$ cat config.mk
export PLATFORM = sky130hd
export DESIGN_NAME = uart_rx
export DESIGN_NICKNAME = d
export VERILOG_FILES = /design/src/rtl/uart_rx.sv
export SDC_FILE = /design/constraint.sdc
export NUM_CORES = 1
export LEC_CHECK = 0
export ABC_AREA = 1
export CORE_MARGIN = 2
export CORE_UTILIZATION = 44
export CTS_CLUSTER_SIZE = 40
export DETAILED_ROUTE_END_ITERATION = 6
export PLACE_DENSITY_LB_ADDON = 0.1
export SKIP_LAST_GASP = 1
export SYNTH_ARGS = -nofsm -noshare
export SYNTH_HDL_FRONTEND = slang
export SYNTH_SLANG_ARGS = --single-unit
$ cat constraint.sdc
create_clock -name clk -period 1.95 [get_ports clk]
set_input_delay 0.195 -clock clk [delete_from_list [all_inputs] [get_ports clk]]
set_output_delay 0.195 -clock clk [all_outputs]
set_load 0.01 [all_outputs]
$ cat src/rtl/uart_rx.sv
// uart_rx: oversampling UART receiver (start, DATA_W data bits LSB-first,
// optional parity, stop). RX_IN is synchronised through two flops and every
// decision is taken on the synchronised copy. Received bytes appear on P_DATA
// with a one-cycle DATA_VALID pulse; parity and stop errors pulse their flags.
// Optional build macro: UART_RX_MAJORITY_EN selects a 3-sample majority vote
// per bit (decision one tick later); without it a single mid-bit sample is used.
module uart_rx #(
  parameter int PRESCALE = 8,
  parameter int DATA_W   = 8
) (
  input  logic              clk,
  input  logic              reset,
  input  logic              RX_IN,
  input  logic              PAR_EN,
  input  logic              PAR_TYP,
  output logic [DATA_W-1:0] P_DATA,
  output logic              DATA_VALID,
  output logic              PAR_ERR,
  output logic              STP_ERR,
  output logic              Busy
);

  localparam int TW = (PRESCALE > 1) ? $clog2(PRESCALE) : 1;
  localparam int BW = (DATA_W > 1) ? $clog2(DATA_W) : 1;
  localparam logic [TW-1:0] TICK_ZERO = {TW{1'b0}};
  localparam logic [TW-1:0] TICK_ONE  = TW'(1);
  localparam logic [TW-1:0] TICK_LAST = TW'(PRESCALE - 1);
`ifdef UART_RX_MAJORITY_EN
  localparam logic [TW-1:0] TICK_DEC  = TW'(PRESCALE / 2);
`else
  localparam logic [TW-1:0] TICK_DEC  = TW'(PRESCALE / 2 - 1);
`endif
  localparam logic [BW-1:0] BIT_ZERO  = {BW{1'b0}};
  localparam logic [BW-1:0] BIT_ONE   = BW'(1);
  localparam logic [BW-1:0] BIT_LAST  = BW'(DATA_W - 1);

  typedef enum logic [2:0] {
    IDLE   = 3'd0,
    START  = 3'd1,
    DATA   = 3'd2,
    PARITY = 3'd3,
    STOP   = 3'd4
  } state_e;

  state_e            state_q, state_d;
  logic              sync1_q, rx_s_q;
  logic [TW-1:0]     tick_q, tick_d;
  logic [BW-1:0]     bit_q, bit_d;
  logic [DATA_W-1:0] shift_q, shift_d;
  logic              par_en_q, par_en_d;
  logic              par_typ_q, par_typ_d;
  logic              par_err_q, par_err_d;
  logic [DATA_W-1:0] p_data_q, p_data_d;
  logic              dv_q, dv_d;
  logic              pe_q, pe_d;
  logic              se_q, se_d;
  logic              busy_q, busy_d;
  logic              sample_s;
  logic              bit_s;

  // Two-flop synchroniser on the serial line; idles high.
  always_ff @(posedge clk) begin
    if (reset) begin
      sync1_q <= 1'b1;
      rx_s_q  <= 1'b1;
    end else begin
      sync1_q <= RX_IN;
      rx_s_q  <= sync1_q;
    end
  end

`ifdef UART_RX_MAJORITY_EN
  logic [1:0] vote_q, vote_d;

  // Capture the two early samples of the bit; the third is the live line.
  always_comb begin
    vote_d = vote_q;
    if (tick_q == TW'(PRESCALE / 2 - 2)) begin
      vote_d[0] = rx_s_q;
    end else if (tick_q == TW'(PRESCALE / 2 - 1)) begin
      vote_d[1] = rx_s_q;
    end else begin
      vote_d = vote_q;
    end
  end

  // Vote sample register.
  always_ff @(posedge clk) begin
    if (reset) begin
      vote_q <= 2'b11;
    end else begin
      vote_q <= vote_d;
    end
  end

  assign bit_s = (vote_q[0] & vote_q[1]) | (vote_q[0] & rx_s_q) | (vote_q[1] & rx_s_q);
`else
  assign bit_s = rx_s_q;
`endif

  assign sample_s = (tick_q == TICK_DEC);

  // Next-state and output decode for the frame FSM.
  always_comb begin
    state_d   = state_q;
    tick_d    = tick_q;
    bit_d     = bit_q;
    shift_d   = shift_q;
    par_en_d  = par_en_q;
    par_typ_d = par_typ_q;
    par_err_d = par_err_q;
    p_data_d  = p_data_q;
    dv_d      = 1'b0;
    pe_d      = 1'b0;
    se_d      = 1'b0;

    // Tick counter runs freely across the frame so bit timing stays locked
    // to the falling edge of the start bit.
    if (tick_q == TICK_LAST) begin
      tick_d = TICK_ZERO;
    end else begin
      tick_d = tick_q + TICK_ONE;
    end

    case (state_q)
      IDLE: begin
        tick_d = TICK_ZERO;
        bit_d  = BIT_ZERO;
        if (!rx_s_q) begin
          state_d   = START;
          par_en_d  = PAR_EN;
          par_typ_d = PAR_TYP;
          par_err_d = 1'b0;
        end else begin
          state_d = IDLE;
        end
      end
      START: begin
        if (sample_s) begin
          if (bit_s) begin
            state_d = IDLE;
          end else begin
            state_d = DATA;
          end
        end else begin
          state_d = START;
        end
      end
      DATA: begin
        if (sample_s) begin
          shift_d = {bit_s, shift_q[DATA_W-1:1]};
          if (bit_q == BIT_LAST) begin
            bit_d   = BIT_ZERO;
            state_d = par_en_q ? PARITY : STOP;
          end else begin
            bit_d   = bit_q + BIT_ONE;
            state_d = DATA;
          end
        end else begin
          state_d = DATA;
        end
      end
      PARITY: begin
        if (sample_s) begin
          // Even parity expects ^data, odd expects its inverse.
          par_err_d = bit_s ^ (^shift_q) ^ par_typ_q;
          state_d   = STOP;
        end else begin
          state_d = PARITY;
        end
      end
      STOP: begin
        if (sample_s) begin
          state_d = IDLE;
          se_d    = ~bit_s;
          pe_d    = par_err_q;
          if (bit_s && !par_err_q) begin
            dv_d     = 1'b1;
            p_data_d = shift_q;
          end else begin
            dv_d     = 1'b0;
          end
        end else begin
          state_d = STOP;
        end
      end
      default: begin
        state_d = IDLE;
      end
    endcase

    busy_d = (state_d != IDLE);
  end

  // Frame state and registered outputs.
  always_ff @(posedge clk) begin
    if (reset) begin
      state_q   <= IDLE;
      tick_q    <= TICK_ZERO;
      bit_q     <= BIT_ZERO;
      shift_q   <= {DATA_W{1'b0}};
      par_en_q  <= 1'b0;
      par_typ_q <= 1'b0;
      par_err_q <= 1'b0;
      p_data_q  <= {DATA_W{1'b0}};
      dv_q      <= 1'b0;
      pe_q      <= 1'b0;
      se_q      <= 1'b0;
      busy_q    <= 1'b0;
    end else begin
      state_q   <= state_d;
      tick_q    <= tick_d;
      bit_q     <= bit_d;
      shift_q   <= shift_d;
      par_en_q  <= par_en_d;
      par_typ_q <= par_typ_d;
      par_err_q <= par_err_d;
      p_data_q  <= p_data_d;
      dv_q      <= dv_d;
      pe_q      <= pe_d;
      se_q      <= se_d;
      busy_q    <= busy_d;
    end
  end

  assign P_DATA     = p_data_q;
  assign DATA_VALID = dv_q;
  assign PAR_ERR    = pe_q;
  assign STP_ERR    = se_q;
  assign Busy       = busy_q;

endmodule
==> results of run 1 <==
## state kept, by name (all words and copies together) (netlist names)
signal / flops
STP_ERR: 1
bit_s: 1
tick_q: 3
state_q: 3
P_DATA: 8
shift_q: 8
PAR_ERR: 1
par_en_q: 1
sync1_q: 1
par_typ_q: 1
par_err_q: 1
DATA_VALID: 1
bit_q: 3
Busy: 1
## cell families after synthesis
group / after synthesis / share of synthesized area [%]
and+or+nand+nor: 75 / 22.39
adders and majority gates: 5 / 4.209
xor gates and xnor gates: 1 / 0.5893
DFF: 34 / 45.79
buffers and inverters: 35 / 10.18
AOI/OAI and AO/OA: 46 / 16.84
## layout by cell type, fill, tap and decap left out, drive strengths merged
cell / netlist / routed
a211oi: 1 / 1
a21oi: 22 / 22
a31oi: 2 / 2
a41oi: 1 / 1
buf: 4 / 2
clkbuf: 1 / 7
clkdlybuf4s50: 0 / 16
clkinv: 0 / 1
dfxtp: 34 / 34
ha: 5 / 5
inv: 30 / 30
nand2: 42 / 42
nand3: 7 / 7
nand4: 2 / 2
nor2: 20 / 20
nor3: 1 / 1
o21ai: 19 / 19
o31ai: 1 / 1
or2: 3 / 3
xnor2: 1 / 1
## cell type report
class / count / area share [%]
multi-input cells: 127 / 37.69
inverters: 30 / 6.461
repair buffers: 18 / 10.05
clock buffers: 7 / 3.159
well taps: 46 / 3.302
clock inverters: 1 / 0.2872
flip-flops and latches: 34 / 39.05
## critical path, stage by stage (launching register included)
cell	delay (ns)
sky130_fd_sc_hd__dfxtp_1	0.35
sky130_fd_sc_hd__ha_1	0.18
sky130_fd_sc_hd__ha_2	0.30
sky130_fd_sc_hd__inv_2	0.09
sky130_fd_sc_hd__o31ai_1	0.36
sky130_fd_sc_hd__nand3_2	0.10
sky130_fd_sc_hd__nor2_1	0.12
sky130_fd_sc_hd__a21oi_1	0.06
## stage by stage
| step | area [µm²] | utilization (%) | hold WS (ns) | std cells | setup slack (ns) |
|---|---|---|---|---|---|
| floorplan | 1486 | - | 0.2988 | 196 | 0.4661 |
| global placement | 1680 | 51.16 | 0.4064 | 255 | 0.2960 |
| detailed placement | 1680 | 51.16 | 0.4033 | 255 | 0.2158 |
| CTS | 1740 | 52.99 | 0.4151 | 263 | 0.1981 |
| global route | 1743 | 53.07 | 0.4260 | 263 | 0.1126 |
| finish | 1743 | 53.07 | 0.4209 | 263 | 0.2988 |
## per-layer routing
metal / vias to the layer above / global-route usage (%)
li1: 667 / -
met3: 2 / 6.159
met5: - / 0
met1: 540 / 21.61
met2: 17 / 23.78
met4: 0 / 5.000
## final timing paths
check	startpoint	to	slack (ns)	depth (start not counted)
setup / recovery	tick_q[0]$_SDFF_PP0_	Busy$_SDFF_PP0_	0.30	7
hold / removal	RX_IN	sync1_q$_SDFF_PP1_	0.42	2
hold reg to reg	sync1_q$_SDFF_PP1_	bit_s$_SDFF_PP1_	0.42	1
setup reg to reg	tick_q[0]$_SDFF_PP0_	Busy$_SDFF_PP0_	0.30	7
## power breakdown
part / internal (mW) / switching, mW
clock: 0.175 / 0.226
combinational: 0.0229 / 0.0267
sequential: 0.701 / 0.00513
total: 0.899 / 0.258
## repair_timing
| item | 4_1_cts | 5_1_grt |
|---|---|---|
| setup endpoints to repair | 0 | 1 |
| gates resized for setup | 0 | 1 |
| buffers inserted | 0 | 0 |
==> impl_metrics.csv, run 1 <==
group,metric,value,unit
status,run_status,"completed",
final_layout,drive_gt1_share,11.52,%
final_layout,seq_area,680.7,µm²
setup_path,cp_max_fo,9,
sta,grt_setup_unrepaired,"false",
placed_design,dp_hpwl,2057,µm
synth,synthesis.instances,196,
global_routing,antenna_found_initial,0,
global_routing,via_count_of_the_first_global_routing_pass,1106,
synth,count_of_flip_flops_with_a_built_in_enable_after_synthesis,0,
synth,synth.yosys.seq_area_share,45.79,%
final_layout,multi_input_comb_area,656.9,µm²
synth,library_cell_with_the_highest_instance_count_after_synthesis,"sky130_fd_sc_hd__nand2_1",
final_layout,antenna_cells,0,
clock_tree,cts_tree,"built",
placed_design,gp_congestion,0.9186,
routing,postRouteAntennaNets,0,
final_layout,fill_cell_instance_count_of_the_final_layout,319,
die,initial_core_util,45.26,%
clock_tree,cts-root-buf,"sky130_fd_sc_hd__clkbuf_4",
synth,synth_top_cells_by_area,"sky130_fd_sc_hd__dfxtp_1 46%, sky130_fd_sc_hd__nand2_1 10%, sky130_fd_sc_hd__a21oi_1 7.4%",
clock_tree,cts.path.max_buffers,2,
routing,detail_route.iter0.violations,42,
routing,topRoutingLayerUsed,"met4",
global_routing,grt-ovfl-total,0,
routing,met2_wirelength,1190,µm
sta,count_of_final_max_slew_check_failures,0,
die,die_h,62.12,µm
synth,synthesis.nets,206,
sta,setup_tns,0,ns
synth,register_bit_total_from_synthesis,34,
routing,route.vias.total,1226,
die,core_area,3284,µm²
synth,synthesis.area_per_instance,7.584,µm²
flow_run,maximum_capacitance_violations,0,
sta,setup_viol,0,
setup_path,worstSetupStartpointType,"flip-flop",
setup_path,worstSetupPathType,"reg2reg",
clock_tree,cts_max_level,2,
power_and_ir_drop,leakage,0.7478,nW
global_routing,grt_start_max_net_pins,20,
routing,met3RoutedLength,93,µm
routing,routed_via_count_divided_by_cell_count,4.662,
routing,wl,2743,µm
placed_design,io_buffer_count,16,
clock_tree,worst_path_clk_slew,0.10,ns
routing,m1WireLength,1438,µm
synth,synth_top_area_cell,"sky130_fd_sc_hd__dfxtp_1",
clock_tree,numCtsBuffers,5,
routing,post-route-drc-count,0,
die,pin_count,17,
die,full_die_area,3859,µm²
setup_path,cp-end-kind,"flip-flop",
sta,finClkSkew,0.003841,ns
routing,route.detailed.wl_per_inst,10.43,µm
power_and_ir_drop,power_per_cell_area,663.9,nW/µm²
synth,synth-async-reset-ratio,0,%
worst_hold_path,hp-class,"in2reg",
sta,min_period_over_period,84.68,%
synth,synth_cell_type_count,28,
die,rows,21,
synth,synth_top_cell_area_share,45.79,%
clock_tree,cts_sinks,34,
routing,drt_first_pass_iters,4,
setup_path,required,2.18,ns
clock_tree,clk_latency,0.33,ns
power_and_ir_drop,ir_worst_vdd,0.0003611,V
synth,synth.top_cells.by_count,"40 x sky130_fd_sc_hd__nand2_1, 34 x sky130_fd_sc_hd__dfxtp_1, 25 x sky130_fd_sc_hd__inv_1",
die,chipWidth,62.12,µm
synth,mappedNetlistArea,1486,µm²
global_routing,global_route_usage_over_all_layers,16.02,%
setup_path,crit_arrival,1.88,ns
clock_tree,holdBufCountCts,0,
synth,synth.yosys.warnings,0,
sta,fmaxAchievable,0.6056,GHz
power_and_ir_drop,power.total,1.157,mW
global_routing,grt_first_pass_wirelength,4912,µm
synth,synth_top_flop_cell,"sky130_fd_sc_hd__dfxtp_1",
sta,timing_hold_violations_final,0,
final_layout,area.growth.synth_to_final,17.26,%
final_layout,fin_nets,226,
sta,relSlewSlack,67.10,%
sta,timing.final.crit_period,1.651,ns
sta,max_slew.worst_pin.slew,0.4930,ns
(Power assumes the default switching activity.)
==> run 2, diff against run 1 <==
clock period = 1.6 ns   (was 1.95 ns; I/O delays follow)
==> run 2 against run 1 <==
  * Global-route usage down 0.16 points
  * Combinational power increased by 26%
  * Via count is 1.7% higher
  * Critical path depth did not move
  * Setup slack got worse by 0.22 ns
  * Routed wire length increased by 2.4%
  * Die area did not move
  * Non-clock buffer count increased by 2
  * Sequential power up 22%
  * Maximum frequency increased by 8.7%
  * Critical endpoint unchanged
==> impl_metrics.csv, run 2 (synthesis gave the netlist of run 1 again) <==
group,metric,value,unit
placed_design,placedInstanceArea,1695,µm²
sta,timing_hold_violations_final,0,
clock_tree,cts_max_level,2,
final_layout,final_cells,264,
sta,setup_tns,0,ns
sta,relSlewSlack,78.69,%
die,initial_core_util,45.26,%
setup_path,slowest_delay,0.33,ns
global_routing,via_count_of_the_first_global_routing_pass,1180,
power_and_ir_drop,leakage,0.7536,nW
routing,postRouteAntennaNets,0,
routing,route.detailed.wl_per_inst,10.64,µm
routing,wl,2808,µm
clock_tree,cts.path.max_buffers,2,
sta,setup_viol,0,
final_layout,antenna_cells,0,
power_and_ir_drop,power.total,1.353,mW
setup_path,cp-end-kind,"flip-flop",
setup_path,required,1.81,ns
setup_path,worstSetupPathType,"reg2reg",
global_routing,grt_first_pass_wirelength,4892,µm
power_and_ir_drop,clockPowerShare,31.7,%
worst_hold_path,hp-class,"in2reg",
power_and_ir_drop,ir_worst_vdd,0.0004931,V
sta,count_of_final_max_slew_check_failures,0,
sta,timing.final.crit_period,1.519,ns
global_routing,antenna_found_initial,0,
power_and_ir_drop,total_switching_power,0.3109,mW
power_and_ir_drop,power.switching_fraction,22.98,%
global_routing,global_route_usage_over_all_layers,15.86,%
setup_path,worstSetupStartpointType,"flip-flop",
setup_path,worstPathCellList,"ha_1 > ha_2 > buf_4 > nand2_2 > o21ai_0 > a41oi_1 > a21oi_1",
final_layout,multi_input_comb_area,664.4,µm²
sta,grt_setup_unrepaired,"true",
clock_tree,cts_sinks,34,
sta,max_slew.worst_pin.slew,0.3179,ns
clock_tree,cts_setup_buffers,0,
final_layout,commonest_non_fill_non_tap_cells_in_the_layout,"39 x sky130_fd_sc_hd__nand2_1, 34 x sky130_fd_sc_hd__dfxtp_1, 25 x sky130_fd_sc_hd__inv_1, 22 x sky130_fd_sc_hd__a21oi_1, 19 x sky130_fd_sc_hd__nor2_1",
die,die_h,62.12,µm
routing,detail_route.iter0.violations,37,
setup_path,critical-path-slowest-cell,"sky130_fd_sc_hd__dfxtp_1",
clock_tree,clk_latency,0.32,ns
final_layout,mostFrequentLayoutCell,"sky130_fd_sc_hd__nand2_1",
clock_tree,cts_tree,"built",
clock_tree,numCtsBuffers,5,
routing,routed_via_count_divided_by_cell_count,4.723,
placed_design,gp_congestion,0.7863,
setup_path,timing.critical_path.buf_inv,1,
setup_path,cp_max_fo,8,
routing,drt_first_pass_iters,4,
placed_design,numPlacedInstances,257,
final_layout,final_area,1758,µm²
global_routing,grt-ovfl-total,0,
clock_tree,worst_path_clk_slew,0.10,ns
routing,post-route-drc-count,0,
sta,finClkSkew,0.01010,ns
power_and_ir_drop,power_frac_comb,4.6,%
die,pin_count,17,
sta,min_period_over_period,94.95,%
sta,fmaxAchievable,0.6582,GHz
die,core_area,3284,µm²
die,chipWidth,62.12,µm
placed_design,dp_hpwl,2121,µm
placed_design,io_buffer_count,16,
final_layout,seq_area,680.7,µm²
final_layout,fill_cell_instance_count_of_the_final_layout,325,
routing,route.vias.total,1247,
power_and_ir_drop,power_frac_seq,63.7,%
power_and_ir_drop,p_int,1.042,mW
final_layout,drive_gt1_share,13.30,%
global_routing,grt_start_max_net_pins,20,
flow_run,maximum_capacitance_violations,0,
status,run_status,"completed",
setup_path,gate_family_responsible_for_the_most_delay_along_the_worst_path,"compound AO/OA/AOI/OAI gates",
die,rows,21,
final_layout,fin_nets,228,
final_layout,area.growth.synth_to_final,18.27,%
clock_tree,cts-root-buf,"sky130_fd_sc_hd__clkbuf_4",
setup_path,crit_arrival,1.73,ns
die,full_die_area,3859,µm²
power_and_ir_drop,power_per_cell_area,769.8,nW/µm²
[run 2: worst register-to-register path: stages, from the launching register on]
cell and delay [ns]:
sky130_fd_sc_hd__dfxtp_1 0.33, sky130_fd_sc_hd__ha_1 0.22, sky130_fd_sc_hd__ha_2 0.19, sky130_fd_sc_hd__buf_4 0.16
sky130_fd_sc_hd__nand2_2 0.08, sky130_fd_sc_hd__o21ai_0 0.09, sky130_fd_sc_hd__a41oi_1 0.24, sky130_fd_sc_hd__a21oi_1 0.10
[run 2: routing by layer]
metal  vias up  GRT usage, %  share of wire [%]
li1        673             -                  -
met1       555         20.44                 50
met2        14         25.41                 46
met3         5         3.442                2.5
met4         0         7.500                1.6
met5         -             0                  0
[run 2: layout make-up]
| type | instances | area share (%) |
|---|---|---|
| repair buffers | 20 | 10.82 |
| clock buffers | 5 | 2.135 |
| clock inverters | 2 | 0.5694 |
| flip-flops and latches | 34 | 38.72 |
| multi-input cells | 127 | 37.79 |
| well taps | 46 | 3.274 |
| inverters | 30 | 6.690 |
[run 2: path summary, 6_finish.rpt]
| kind | start | endpoint | slack, ns | cells past startpoint |
|---|---|---|---|---|
| worst max-delay path | tick_q[0]$_SDFF_PP0_ | Busy$_SDFF_PP0_ | 0.08 | 7 |
| worst min-delay path | RX_IN | sync1_q$_SDFF_PP1_ | 0.39 | 2 |
| worst max register to register | tick_q[0]$_SDFF_PP0_ | Busy$_SDFF_PP0_ | 0.08 | 7 |
| worst min register to register | sync1_q$_SDFF_PP1_ | bit_s$_SDFF_PP1_ | 0.43 | 1 |
[run 2: per-stage QoR]
stage               hold slack (ns)  setup slack [ns]  util [%]
floorplan                    0.2638            0.1161         -
finish                       0.3872           0.08082     53.52
detailed placement           0.4035           0.05849     51.62
global placement             0.4059            0.1368     51.62
CTS                          0.3809           0.03129     53.07
global route                 0.3856         -0.006884     53.52
[run 2: power by group through the flow]
stage               Combinational [mW]  Clock (mW)  Sequential [mW]
floorplan                       0.0376           0            0.880
global route                    0.0703       0.494            0.863
finish                          0.0626       0.429            0.862
detailed placement              0.0631           0            0.881
global placement                0.0625           0            0.881
CTS                             0.0633       0.452            0.862
[run 2: what timing repair did]
item	4_1_cts	5_1_grt
hold buffers	0	0
setup endpoints to repair	0	10
hold endpoints to repair	0	0
resized for setup	0	5
